[config.mk]
export PLATFORM = sky130hd
export DESIGN_NAME = pong_game_ctrl
export DESIGN_NICKNAME = d
export VERILOG_FILES = /design/src/rtl/pong_game_ctrl.sv
export SDC_FILE = /design/constraint.sdc
export NUM_CORES = 1
export LEC_CHECK = 0
export BUFFER_PORTS_ARGS = -buffer_cell sky130_fd_sc_hd__buf_2
export CORE_MARGIN = 2
export CORE_UTILIZATION = 55
export CTS_CLUSTER_DIAMETER = 120
export DETAILED_ROUTE_END_ITERATION = 10
export HOLD_SLACK_MARGIN = 0.12
export PLACE_DENSITY = 0.78
export SLEW_MARGIN = 20
export SYNTH_ARGS = -nofsm -noshare
export SYNTH_HDL_FRONTEND = slang
export SYNTH_SLANG_ARGS = --single-unit
[constraint.sdc]
create_clock -name clock_50MHz -period 6 [get_ports clock_50MHz]
set_input_delay 1.2 -clock clock_50MHz [delete_from_list [all_inputs] [get_ports clock_50MHz]]
set_output_delay 1.2 -clock clock_50MHz [all_outputs]
set_load 0.02 [all_outputs]
[src/rtl/pong_game_ctrl.sv]
// Pong game sequencer: once per frame it moves the paddles and ball, scores points
// and runs the IDLE/SERVE/PLAY/OVER flow that feeds the VGA position inputs.
module pong_game_ctrl #(
    parameter int SCREEN_W    = 640,
    parameter int SCREEN_H    = 480,
    parameter int PAD_W       = 8,
    parameter int PAD_H       = 64,
    parameter int BALL_SZ     = 8,
    parameter int P1_X        = 16,
    parameter int P2_X        = 616,
    parameter int PAD_STEP    = 4,
    parameter int BALL_STEP   = 2,
    parameter int WIN_SCORE   = 9,
    parameter int SERVE_DELAY = 60
) (
    input  logic       clock_50MHz,
    input  logic       RESET_n,
    input  logic       frame_tick,
    input  logic       start,
    input  logic       p1_up,
    input  logic       p1_dn,
    input  logic       p2_up,
    input  logic       p2_dn,
    input  logic [1:0] rnd,
    output logic [9:0] x1,
    output logic [9:0] y1,
    output logic [9:0] x2,
    output logic [9:0] y2,
    output logic [9:0] xb,
    output logic [9:0] yb,
    output logic [3:0] score1,
    output logic [3:0] score2,
    output logic [1:0] winner,
    output logic [1:0] state,
    output logic       busy
);

    localparam logic [9:0] PAD_Y0  = 10'((SCREEN_H - PAD_H) / 2);
    localparam logic [9:0] BALL_X0 = 10'((SCREEN_W - BALL_SZ) / 2);
    localparam logic [9:0] BALL_Y0 = 10'((SCREEN_H - BALL_SZ) / 2);
    localparam logic signed [10:0] PAD_YMAX  = 11'(SCREEN_H - PAD_H);
    localparam logic signed [10:0] BALL_YMAX = 11'(SCREEN_H - BALL_SZ);
    localparam logic signed [10:0] BALL_XMAX = 11'(SCREEN_W - BALL_SZ);
    localparam logic signed [10:0] P1_FACE   = 11'(P1_X + PAD_W);
    localparam logic signed [10:0] P2_FACE   = 11'(P2_X - BALL_SZ);
    localparam logic signed [10:0] PSTEP     = 11'(PAD_STEP);
    localparam logic signed [10:0] BSTEP     = 11'(BALL_STEP);
    localparam logic signed [10:0] BSZ       = 11'(BALL_SZ);
    localparam logic signed [10:0] PH        = 11'(PAD_H);
    localparam logic [7:0] SERVE_CNT = 8'(SERVE_DELAY);
    localparam logic [3:0] WIN       = 4'(WIN_SCORE);

    typedef enum logic [1:0] {ST_IDLE, ST_SERVE, ST_PLAY, ST_OVER} game_state_t;
    typedef enum logic [1:0] {PH_IDLE, PH_PAD, PH_BALL, PH_COMMIT} phase_t;

    game_state_t state_q, state_d, stg_state_q, stg_state_d;
    phase_t      phase_q, phase_d;
    logic        start_q, start_d;
    logic [9:0]  y1_q, y1_d, y2_q, y2_d, xb_q, xb_d, yb_q, yb_d;
    logic [9:0]  py1_q, py1_d, py2_q, py2_d, stg_xb_q, stg_xb_d, stg_yb_q, stg_yb_d;
    logic [3:0]  score1_q, score1_d, score2_q, score2_d, stg_sc1_q, stg_sc1_d, stg_sc2_q, stg_sc2_d;
    logic [1:0]  winner_q, winner_d, stg_win_q, stg_win_d;
    logic        dir_x_q, dir_x_d, dir_y_q, dir_y_d, stg_dx_q, stg_dx_d, stg_dy_q, stg_dy_d;
    logic [7:0]  cnt_q, cnt_d, stg_cnt_q, stg_cnt_d;

    logic signed [10:0] xb_s, ny_raw, ny_c, nx_raw, py1_s, py2_s;
    logic        flip_y, over1, over2, hit_l, hit_r, miss_l, miss_r;
    logic [3:0]  sc1_inc, sc2_inc;

    function automatic logic [9:0] pad_move(input logic [9:0] y, input logic up, input logic dn);
        logic signed [10:0] t;
        t = $signed({1'b0, y});
        if (up && !dn) t = t - PSTEP;
        else if (dn && !up) t = t + PSTEP;
        if (t < 0) t = '0;
        else if (t > PAD_YMAX) t = PAD_YMAX;
        return t[9:0];
    endfunction

    assign x1     = 10'(P1_X);
    assign x2     = 10'(P2_X);
    assign y1     = y1_q;
    assign y2     = y2_q;
    assign xb     = xb_q;
    assign yb     = yb_q;
    assign score1 = score1_q;
    assign score2 = score2_q;
    assign winner = winner_q;
    assign state  = state_q;
    assign busy   = (phase_q != PH_IDLE);

    // Candidate ball move against the paddle positions computed in the PAD phase.
    always_comb begin
        xb_s    = $signed({1'b0, xb_q});
        py1_s   = $signed({1'b0, py1_q});
        py2_s   = $signed({1'b0, py2_q});
        ny_raw  = dir_y_q ? $signed({1'b0, yb_q}) - BSTEP : $signed({1'b0, yb_q}) + BSTEP;
        ny_c    = ny_raw;
        flip_y  = 1'b0;
        if (ny_raw < 0) begin
            ny_c   = '0;
            flip_y = 1'b1;
        end else if (ny_raw > BALL_YMAX) begin
            ny_c   = BALL_YMAX;
            flip_y = 1'b1;
        end
        nx_raw  = dir_x_q ? xb_s - BSTEP : xb_s + BSTEP;
        over1   = (ny_c + BSZ > py1_s) && (ny_c < py1_s + PH);
        over2   = (ny_c + BSZ > py2_s) && (ny_c < py2_s + PH);
        hit_l   = dir_x_q && (xb_s >= P1_FACE) && (nx_raw < P1_FACE) && over1;
        miss_l  = dir_x_q && !hit_l && (nx_raw < 0);
        hit_r   = !dir_x_q && (xb_s <= P2_FACE) && (nx_raw > P2_FACE) && over2;
        miss_r  = !dir_x_q && !hit_r && (nx_raw > BALL_XMAX);
        sc1_inc = score1_q + 4'd1;
        sc2_inc = score2_q + 4'd1;
    end

    always_comb begin
        state_d = state_q;  phase_d = phase_q;  start_d = start;
        y1_d = y1_q;  y2_d = y2_q;  xb_d = xb_q;  yb_d = yb_q;
        score1_d = score1_q;  score2_d = score2_q;  winner_d = winner_q;
        dir_x_d = dir_x_q;  dir_y_d = dir_y_q;  cnt_d = cnt_q;
        py1_d = py1_q;  py2_d = py2_q;
        stg_state_d = stg_state_q;  stg_xb_d = stg_xb_q;  stg_yb_d = stg_yb_q;
        stg_sc1_d = stg_sc1_q;  stg_sc2_d = stg_sc2_q;  stg_win_d = stg_win_q;
        stg_dx_d = stg_dx_q;  stg_dy_d = stg_dy_q;  stg_cnt_d = stg_cnt_q;

        if (start && !start_q && (state_q == ST_IDLE || state_q == ST_OVER)) begin
            state_d  = ST_SERVE;
            y1_d     = PAD_Y0;   y2_d = PAD_Y0;
            xb_d     = BALL_X0;  yb_d = BALL_Y0;
            score1_d = '0;       score2_d = '0;  winner_d = '0;
            cnt_d    = SERVE_CNT;
            dir_x_d  = rnd[0];   dir_y_d = rnd[1];
        end

        // Staged results are only copied to the outputs in COMMIT, so they change as a set.
        case (phase_q)
            PH_IDLE: begin
                if (frame_tick && (state_q == ST_SERVE || state_q == ST_PLAY)) phase_d = PH_PAD;
            end
            PH_PAD: begin
                py1_d   = pad_move(y1_q, p1_up, p1_dn);
                py2_d   = pad_move(y2_q, p2_up, p2_dn);
                phase_d = PH_BALL;
            end
            PH_BALL: begin
                stg_state_d = state_q;  stg_xb_d = xb_q;  stg_yb_d = yb_q;
                stg_sc1_d = score1_q;  stg_sc2_d = score2_q;  stg_win_d = winner_q;
                stg_dx_d = dir_x_q;  stg_dy_d = dir_y_q;  stg_cnt_d = cnt_q;
                if (state_q == ST_SERVE) begin
                    if (cnt_q == '0) stg_state_d = ST_PLAY;
                    else stg_cnt_d = cnt_q - 8'd1;
                end else if (miss_l || miss_r) begin
                    if (miss_l) stg_sc2_d = sc2_inc;
                    else stg_sc1_d = sc1_inc;
                    if ((miss_l && sc2_inc == WIN) || (miss_r && sc1_inc == WIN)) begin
                        stg_state_d = ST_OVER;
                        stg_win_d   = miss_l ? 2'd2 : 2'd1;
                        py1_d       = y1_q;
                        py2_d       = y2_q;
                    end else begin
                        stg_state_d = ST_SERVE;
                        stg_xb_d    = BALL_X0;
                        stg_yb_d    = BALL_Y0;
                        stg_dx_d    = miss_l;
                        stg_dy_d    = rnd[1];
                        stg_cnt_d   = SERVE_CNT;
                    end
                end else begin
                    stg_yb_d = ny_c[9:0];
                    stg_dy_d = dir_y_q ^ flip_y;
                    stg_xb_d = hit_l ? P1_FACE[9:0] : (hit_r ? P2_FACE[9:0] : nx_raw[9:0]);
                    stg_dx_d = hit_l ? 1'b0 : (hit_r ? 1'b1 : dir_x_q);
                end
                phase_d = PH_COMMIT;
            end
            PH_COMMIT: begin
                y1_d = py1_q;  y2_d = py2_q;  xb_d = stg_xb_q;  yb_d = stg_yb_q;
                state_d = stg_state_q;  score1_d = stg_sc1_q;  score2_d = stg_sc2_q;
                winner_d = stg_win_q;  dir_x_d = stg_dx_q;  dir_y_d = stg_dy_q;
                cnt_d = stg_cnt_q;
                phase_d = PH_IDLE;
            end
            default: phase_d = PH_IDLE;
        endcase
    end

    always_ff @(posedge clock_50MHz or negedge RESET_n) begin
        if (!RESET_n) begin
            state_q <= ST_IDLE;  phase_q <= PH_IDLE;  start_q <= 1'b0;
            y1_q <= PAD_Y0;  y2_q <= PAD_Y0;  xb_q <= BALL_X0;  yb_q <= BALL_Y0;
            score1_q <= '0;  score2_q <= '0;  winner_q <= '0;
            dir_x_q <= 1'b0;  dir_y_q <= 1'b0;  cnt_q <= '0;
            py1_q <= '0;  py2_q <= '0;
            stg_state_q <= ST_IDLE;  stg_xb_q <= '0;  stg_yb_q <= '0;
            stg_sc1_q <= '0;  stg_sc2_q <= '0;  stg_win_q <= '0;
            stg_dx_q <= 1'b0;  stg_dy_q <= 1'b0;  stg_cnt_q <= '0;
        end else begin
            state_q <= state_d;  phase_q <= phase_d;  start_q <= start_d;
            y1_q <= y1_d;  y2_q <= y2_d;  xb_q <= xb_d;  yb_q <= yb_d;
            score1_q <= score1_d;  score2_q <= score2_d;  winner_q <= winner_d;
            dir_x_q <= dir_x_d;  dir_y_q <= dir_y_d;  cnt_q <= cnt_d;
            py1_q <= py1_d;  py2_q <= py2_d;
            stg_state_q <= stg_state_d;  stg_xb_q <= stg_xb_d;  stg_yb_q <= stg_yb_d;
            stg_sc1_q <= stg_sc1_d;  stg_sc2_q <= stg_sc2_d;  stg_win_q <= stg_win_d;
            stg_dx_q <= stg_dx_d;  stg_dy_q <= stg_dy_d;  stg_cnt_q <= stg_cnt_d;
        end
    end

endmodule

==> After elaboration in Yosys (flattened, before gate mapping) <==
Cells that the tools add are included.
Widths: inputs -> output; s select.
{ "totals": {"output_inout_bits": 73, "inputBits": 10, "ff_bits": 127, "word_cells": 187} }
{ "classes": {"reduce_logical": 40, "n_mux": 80, "bitwise_logic": 1, "n_eq_ne": 12, "addsub": 14, "magnitude_cmp": 16} }
{ "ops": {"columns": ["op", "n"], "rows": [
  ["$mux 10", 25],
  ["$mux 11", 10],
  ["$mux 8", 6],
  ["$lt 11x1->1 const B", 4],
  ["$pmux 10 s2", 2],
  ["$mux 4", 9],
  ["$gt 11x10->1 const B", 3],
  ["$mux 2", 13],
  ["$add 10x2->11 const B", 2],
  ["$add 10x3->11 const B", 2],
  ["$add 10x7->11 const B", 2],
  ["$gt 11x11->1", 2],
  ["$gt 11x11->1 const B", 2],
  ["$lt 11x11->1", 2],
  ["$sub 10x2->11 const B", 2],
  ["$sub 10x3->11 const B", 2],
  ["$logic_and 1x1->1", 21],
  ["$mux 1", 14],
  ["$add 11x5->11 const B", 1],
  ["$lt 11x6->1 const B", 1],
  ["$ge 10x5->1 const B", 1],
  ["$le 10x10->1 const B", 1],
  ["$add 4x1->4 const B", 2],
  ["$eq 2x2->1 const B", 4],
  ["12 further kinds", 30]
]} }

==> Logic depth before layout (Yosys ltp) <==
{ "depth": {"depth_word": 18, "mapped_depth": 23, "depth_no_buf": 20} }

==> Worst setup path before layout <==
Ideal clock, no wire load.
{ "synth_path": {"path_type": "flip-flop to flip-flop", "startpoint": "reg yb_q[1], in the netlist yb[1]", "endpoint": "reg py1_q[8]", "path_slack_ps": 684, "setup_time_ps": 125, "stages_incl_launch_ff": 22, "n_path_buf": 2, "period_less_slack_ps": 5316, "required_ps": 5875, "arrival_ps": 5190, "cell_sequence": "dfrtp_1 > fa_1 > a211oi_1 > o21ai_0 > a31oi_1 > xor2_1 > nand2_1 > o21ai_0 > inv_1 > ha_1 > nand3_1 > mux2i_1 > ha_1 > and3_1 > a211o_1 > a311o_1 > a211o_4 > a21o_4 > a21o_1 > buf_6 > buf_12 > mux2_4"} }
{ "synth_between": {"elab_chain_cells": 16, "elab_cells_between_ends": 29, "cone_classes": "add/sub: 3; order compare: 6; eq/ne: 2; mux: 3; reduce/logical: 15"} }
{ "synth_rtl": {"columns": ["item", "line", "source"], "rows": [
  ["start: declaration", "59", "logic [9:0] y1_q, y1_d, y2_q, y2_d, xb_q, xb_d, yb_q, yb_d;"],
  ["start signal: assignment", "192", "y1_q <= PAD_Y0; y2_q <= PAD_Y0; xb_q <= BALL_X0; yb_q <= BALL_Y0;"],
  ["start signal: assignment", "201", "y1_q <= y1_d; y2_q <= y2_d; xb_q <= xb_d; yb_q <= yb_d;"],
  ["$add 10x2->11 or $sub 10x2->11 (tied branches)", "97", "ny_raw = dir_y_q ? $signed({1'b0, yb_q}) - BSTEP : $signed({1'b0, yb_q}) + BSTEP;"],
  ["$mux 11 (*)", "97", null],
  ["$gt 11x10->1", "103", "end else if (ny_raw > BALL_YMAX) begin"],
  ["$mux 11", "103", null],
  ["$mux 11 (*)", "100", "if (ny_raw < 0) begin"],
  ["$add 11x5->11", "108, 109", null],
  ["$gt 11x11->1 (on tied branches)", "108, 109", null],
  ["$logic_and 1x1->1 (on tied branches)", "108, 109", null],
  ["$logic_and 1x1->1 (on tied branches)", "110, 112", null],
  ["$logic_not 1->1 (on tied branches)", "111, 113", null],
  ["$logic_and 1x1->1 (on tied branches) (2 in series)", "111, 113", null],
  ["$logic_and 1x1->1", "157", "if ((miss_l && sc2_inc == WIN) || (miss_r && sc1_inc == WIN)) begin"],
  ["$logic_or 1x1->1", "157", null],
  ["$ne 2x2->1 (no line)", null, null],
  ["$reduce_and 4->1 (no line) (*)", null, null],
  ["end signal: assignment", "204", "py1_q <= py1_d; py2_q <= py2_d;"],
  ["end: declaration", "60", "logic [9:0] py1_q, py1_d, py2_q, py2_d, stg_xb_q, stg_xb_d, stg_yb_q, stg_yb_d;"]
]} }
Every way passes the cells marked *; elsewhere a longest branch is shown, timed or not.
A chain may end at the register's enable or synchronous reset.

==> Worst setup path after layout <==
{ "layout_path": {"startpoint": "reg dir_y_q", "endpoint": "reg stg_yb_q[0]"} }
{ "layout_between": {"elab_chain_cells": 16, "elab_cells_between_ends": 27, "cone_classes": "add/sub: 1; order compare: 6; mux: 6; reduce/logical: 14"} }
{ "layout_rtl": {"columns": ["item", "line", "source"], "rows": [
  ["start: declaration", "63", "logic dir_x_q, dir_x_d, dir_y_q, dir_y_d, stg_dx_q, stg_dx_d, stg_dy_q, stg_dy_d;"],
  ["start signal: assignment", "203", "dir_x_q <= dir_x_d; dir_y_q <= dir_y_d; cnt_q <= cnt_d;"],
  ["$mux 11 (*)", "97", null],
  ["$gt 11x10->1", "103", null],
  ["$mux 11", "103", null],
  ["$mux 11 (*)", "100", null],
  ["$add 11x5->11", "108, 109", null],
  ["$gt 11x11->1 (on tied branches)", "108, 109", null],
  ["$logic_and 1x1->1 (on tied branches)", "108, 109", null],
  ["$logic_and 1x1->1 (on tied branches)", "110, 112", null],
  ["$logic_not 1->1 (on tied branches)", "111, 113", null],
  ["$logic_and 1x1->1 (on tied branches) (2 in series)", "111, 113", null],
  ["$logic_and 1x1->1", "157", null],
  ["$logic_or 1x1->1", "157", null],
  ["$mux 10", "157", null],
  ["$mux 10 (*)", "154", "end else if (miss_l || miss_r) begin"],
  ["$mux 10 (*)", "151", "if (state_q == ST_SERVE) begin"],
  ["end signal: assignment", "205", "stg_state_q <= stg_state_d; stg_xb_q <= stg_xb_d; stg_yb_q <= stg_yb_d;"],
  ["end: declaration", "60", null]
]} }
Marked as above.

==> results.yml <==
status:
  status: "finished clean"
grt:
  overflow: 0
  grt_pass1_wl_um: 38800
  grt_pass1_vias: 7647
  antenna_found_initial: 0
  grt_max_degree: 119
  grtUsageTotal: 0.274
finish:
  insertedDiodeCount: 0
  drive_above_1_share: 0.147
  fillers: 1442
  area_growth_pct: 11.2
  nNetsFinal: 1193
synth:
  netlist_instances: 1066
  synth_top_flop_cell: "dfrtp_1"
  yosysMostFrequentCell: "nand2_1"
  syn_avg_cell_area_um2: 8.54
  netlist.area_leader.share: 0.305
  ys_seq_area_frac: 0.351
  synth-seq-cells: 127
  synthArstFlopShare: 1.00
  yosys_warnings: 0
  syn-cell-area_um2: 9100
  synth_commonest_cells: "nand2_1, dfrtp_1, nor2_1, o21ai_0, ha_1"
  synth-edff-count: 0
  synth_cell_types: 81
  yosys.area.top_type: "dfrtp_1"
  synthTopCellsByArea: "dfrtp_1, ha_1, nand2_1"
worst_setup_path:
  slowest_stage: "or4b_2"
  critPathMostFrequentCell: "ha_1"
  worstSetupPathType: "reg -> reg"
  crit_chain: "ha_1 > a211oi_1 > buf_4 > or4b_2 > o2111ai_1 > o2111ai_1 > nand2_1 > o21ai_0 > inv_1 > ha_1 > nand3_1 > mux2i_1 > ha_1 > and3_1 > a211o_1 > a311o_1 > a211oi_1 > o22ai_1 > o311ai_0 > o2bb2ai_1"
  cp_data_arrival_time_ps: 5910
  critPathMaxStageDelay_ps: 630
  endpoint_kind: "flop"
  cp.required_ps: 6280
  worstPathMaxFanout: 12
  cpLargestDelayFamily: "compound AO/OA/AOI/OAI gates"
  path_buf_inv: 2
  critPathLaunchType: "flop"
timing:
  setup_viol: 0
  fin_tns_setup_ps: 0
  slew_viol_final: 0
  fin_crit_ps: 5630
  worstMarginPinSlew_ps: 1050
  fmax_mhz: 178
  rsz0062_at_grt: "no"
  setup_ws_ps: 368
  hold_viol: 0
  finalCritPeriodShare: 0.939
  slew_headroom: 0.299
  finClkSkew_ps: 6.71
floorplanning:
  die_y_um: 133
  die_area_um2: 17600
  coreArea_um2: 16300
  start_util: 0.557
  rows: 47
  die_x_um: 133
  boundaryPins: 83
route:
  drtPass1Iterations: 6
  drt_first_iter_violations: 629
  vias: 8073
  wl_um: 23600
  antenna_left: 0
  routedWlPerCell_um: 17.6
  vias_per_cell: 6.01
  drc: 0
placement:
  gp_congestion: 0.955
  portBuffers: 62
  hpwl_um: 16600
  pre_cts_slack_ps: 58.6
clocking:
  cts_root_buf: "clkbuf_16"
  cts.sinks: 127
  cts_tree: "yes"
  clk_pin_slew_ps: 50
  clk_latency_ps: 420
  cts_max_path_buffers: 2
  cts_buffers: 17
  htreeDepth: 4
  postCtsSetupBuffers: 0
min_path:
  min_path_type: "reg -> reg"
run:
  maxCapViolations: 0
==> what timing repair did <==
action	CTS	global route
endpoints found under the setup margin	0	52
resized for setup	0	7
hold buffers	0	0
==> final timing paths <==
path,from,end,slack [ps],cells after the start
setup / recovery,dir_y_q,stg_yb_q[0],370,20
hold / removal,stg_sc1_q[0],score1[0],480,2
setup reg to reg,dir_y_q,stg_yb_q[0],370,20
hold reg to reg,stg_sc1_q[0],score1[0],480,2
max in group asynchronous,RESET_n,score1[1],3990,2
min in group asynchronous,RESET_n,cnt_q[5],910,1
==> registers in the layout, summed over array words and instances (netlist names), 2 cells and up <==
signal,cells
py1_q,10
py2_q,10
stg_xb_q,10
stg_yb_q,10
xb,10
y1,10
y2,10
yb,10
cnt_q,8
stg_cnt_q,8
score1,4
score2,4
stg_sc1_q,4
stg_sc2_q,4
phase_q,2
state,2
stg_state_q,2
stg_win_q,2
winner,2
==> cell usage in the layout, fill, tap and decap left out, types with 7 or more instances in the layout <==
master / n
xnor2_1: 23
or2_2: 7
conb_1: 24
nand3_1: 28
nor2b_1: 12
mux2i_1: 15
inv_1: 57
a31oi_1: 14
ha_1: 68
nor2_1: 87
dfstp_2: 16
o21ai_0: 75
clkbuf_16: 17
xor2_1: 18
a211oi_1: 15
a221oi_1: 9
nand4_1: 9
nor3_1: 31
o221ai_1: 7
nand2_1: 152
o31ai_1: 20
a21o_1: 10
and3_1: 7
buf_4: 17
mux2_2: 9
a21oi_1: 43
nand2b_1: 15
o211ai_1: 11
buf_2: 61
dfrtp_1: 110
==> stage by stage <==
stage	util	std cells	instance area (µm²)	hold slack, ps
floorplan	-	1088	9180	444
global placement	0.583	1312	9530	459
detailed placement	0.583	1312	9530	461
CTS	0.618	1344	10100	480
global route	0.619	1344	10100	510
finish	0.619	1344	10100	479
==> final cells by class <==
type / instances / area (µm²) / share of cell area
timing repair buffer: 78 / 433 / 0.0428
multi-input combinational: 830 / 5420 / 0.536
clock buffer: 21 / 460 / 0.0455
clock inverter: 11 / 115 / 0.0114
tap: 220 / 275 / 0.0272
inverter: 57 / 214 / 0.0211
sequential: 127 / 3200 / 0.316
==> per-layer routing <==
layer	vias up	GRT usage	wire length, µm
met5	-	0	0
met4	0	0.102	596
met3	41	0.0506	1510
met2	269	0.429	11000
met1	3887	0.379	10600
li1	3876	-	-
==> worst reg2reg max path: stages (launching register included) <==
cell and delay, ps:
dfrtp_2 500, ha_1 390, a211oi_1 110, buf_4 150, or4b_2 630, o2111ai_1 150, o2111ai_1 170, nand2_1 170
o21ai_0 120, inv_1 150, ha_1 200, nand3_1 90, mux2i_1 270, ha_1 280, and3_1 170, a211o_1 250
a311o_1 380, a211oi_1 400, o22ai_1 330, o311ai_0 470, o2bb2ai_1 110
==> kinds of logic (layout without fill, tap and decap cells) <==
family,Yosys count,after routing,share of synthesized area
buf+inv,131,167,0.0657
xor+xnor,41,41,0.0395
fa+ha+maj,72,72,0.101
compound gates,284,284,0.217
other cells,2,24,0.000825
mux,25,25,0.0293
simple gates,384,384,0.195
flops,127,127,0.351
Power is left out: the tool's default activity adds up to more than one toggle a clock period on the data nets, which glitch-free logic cannot reach.
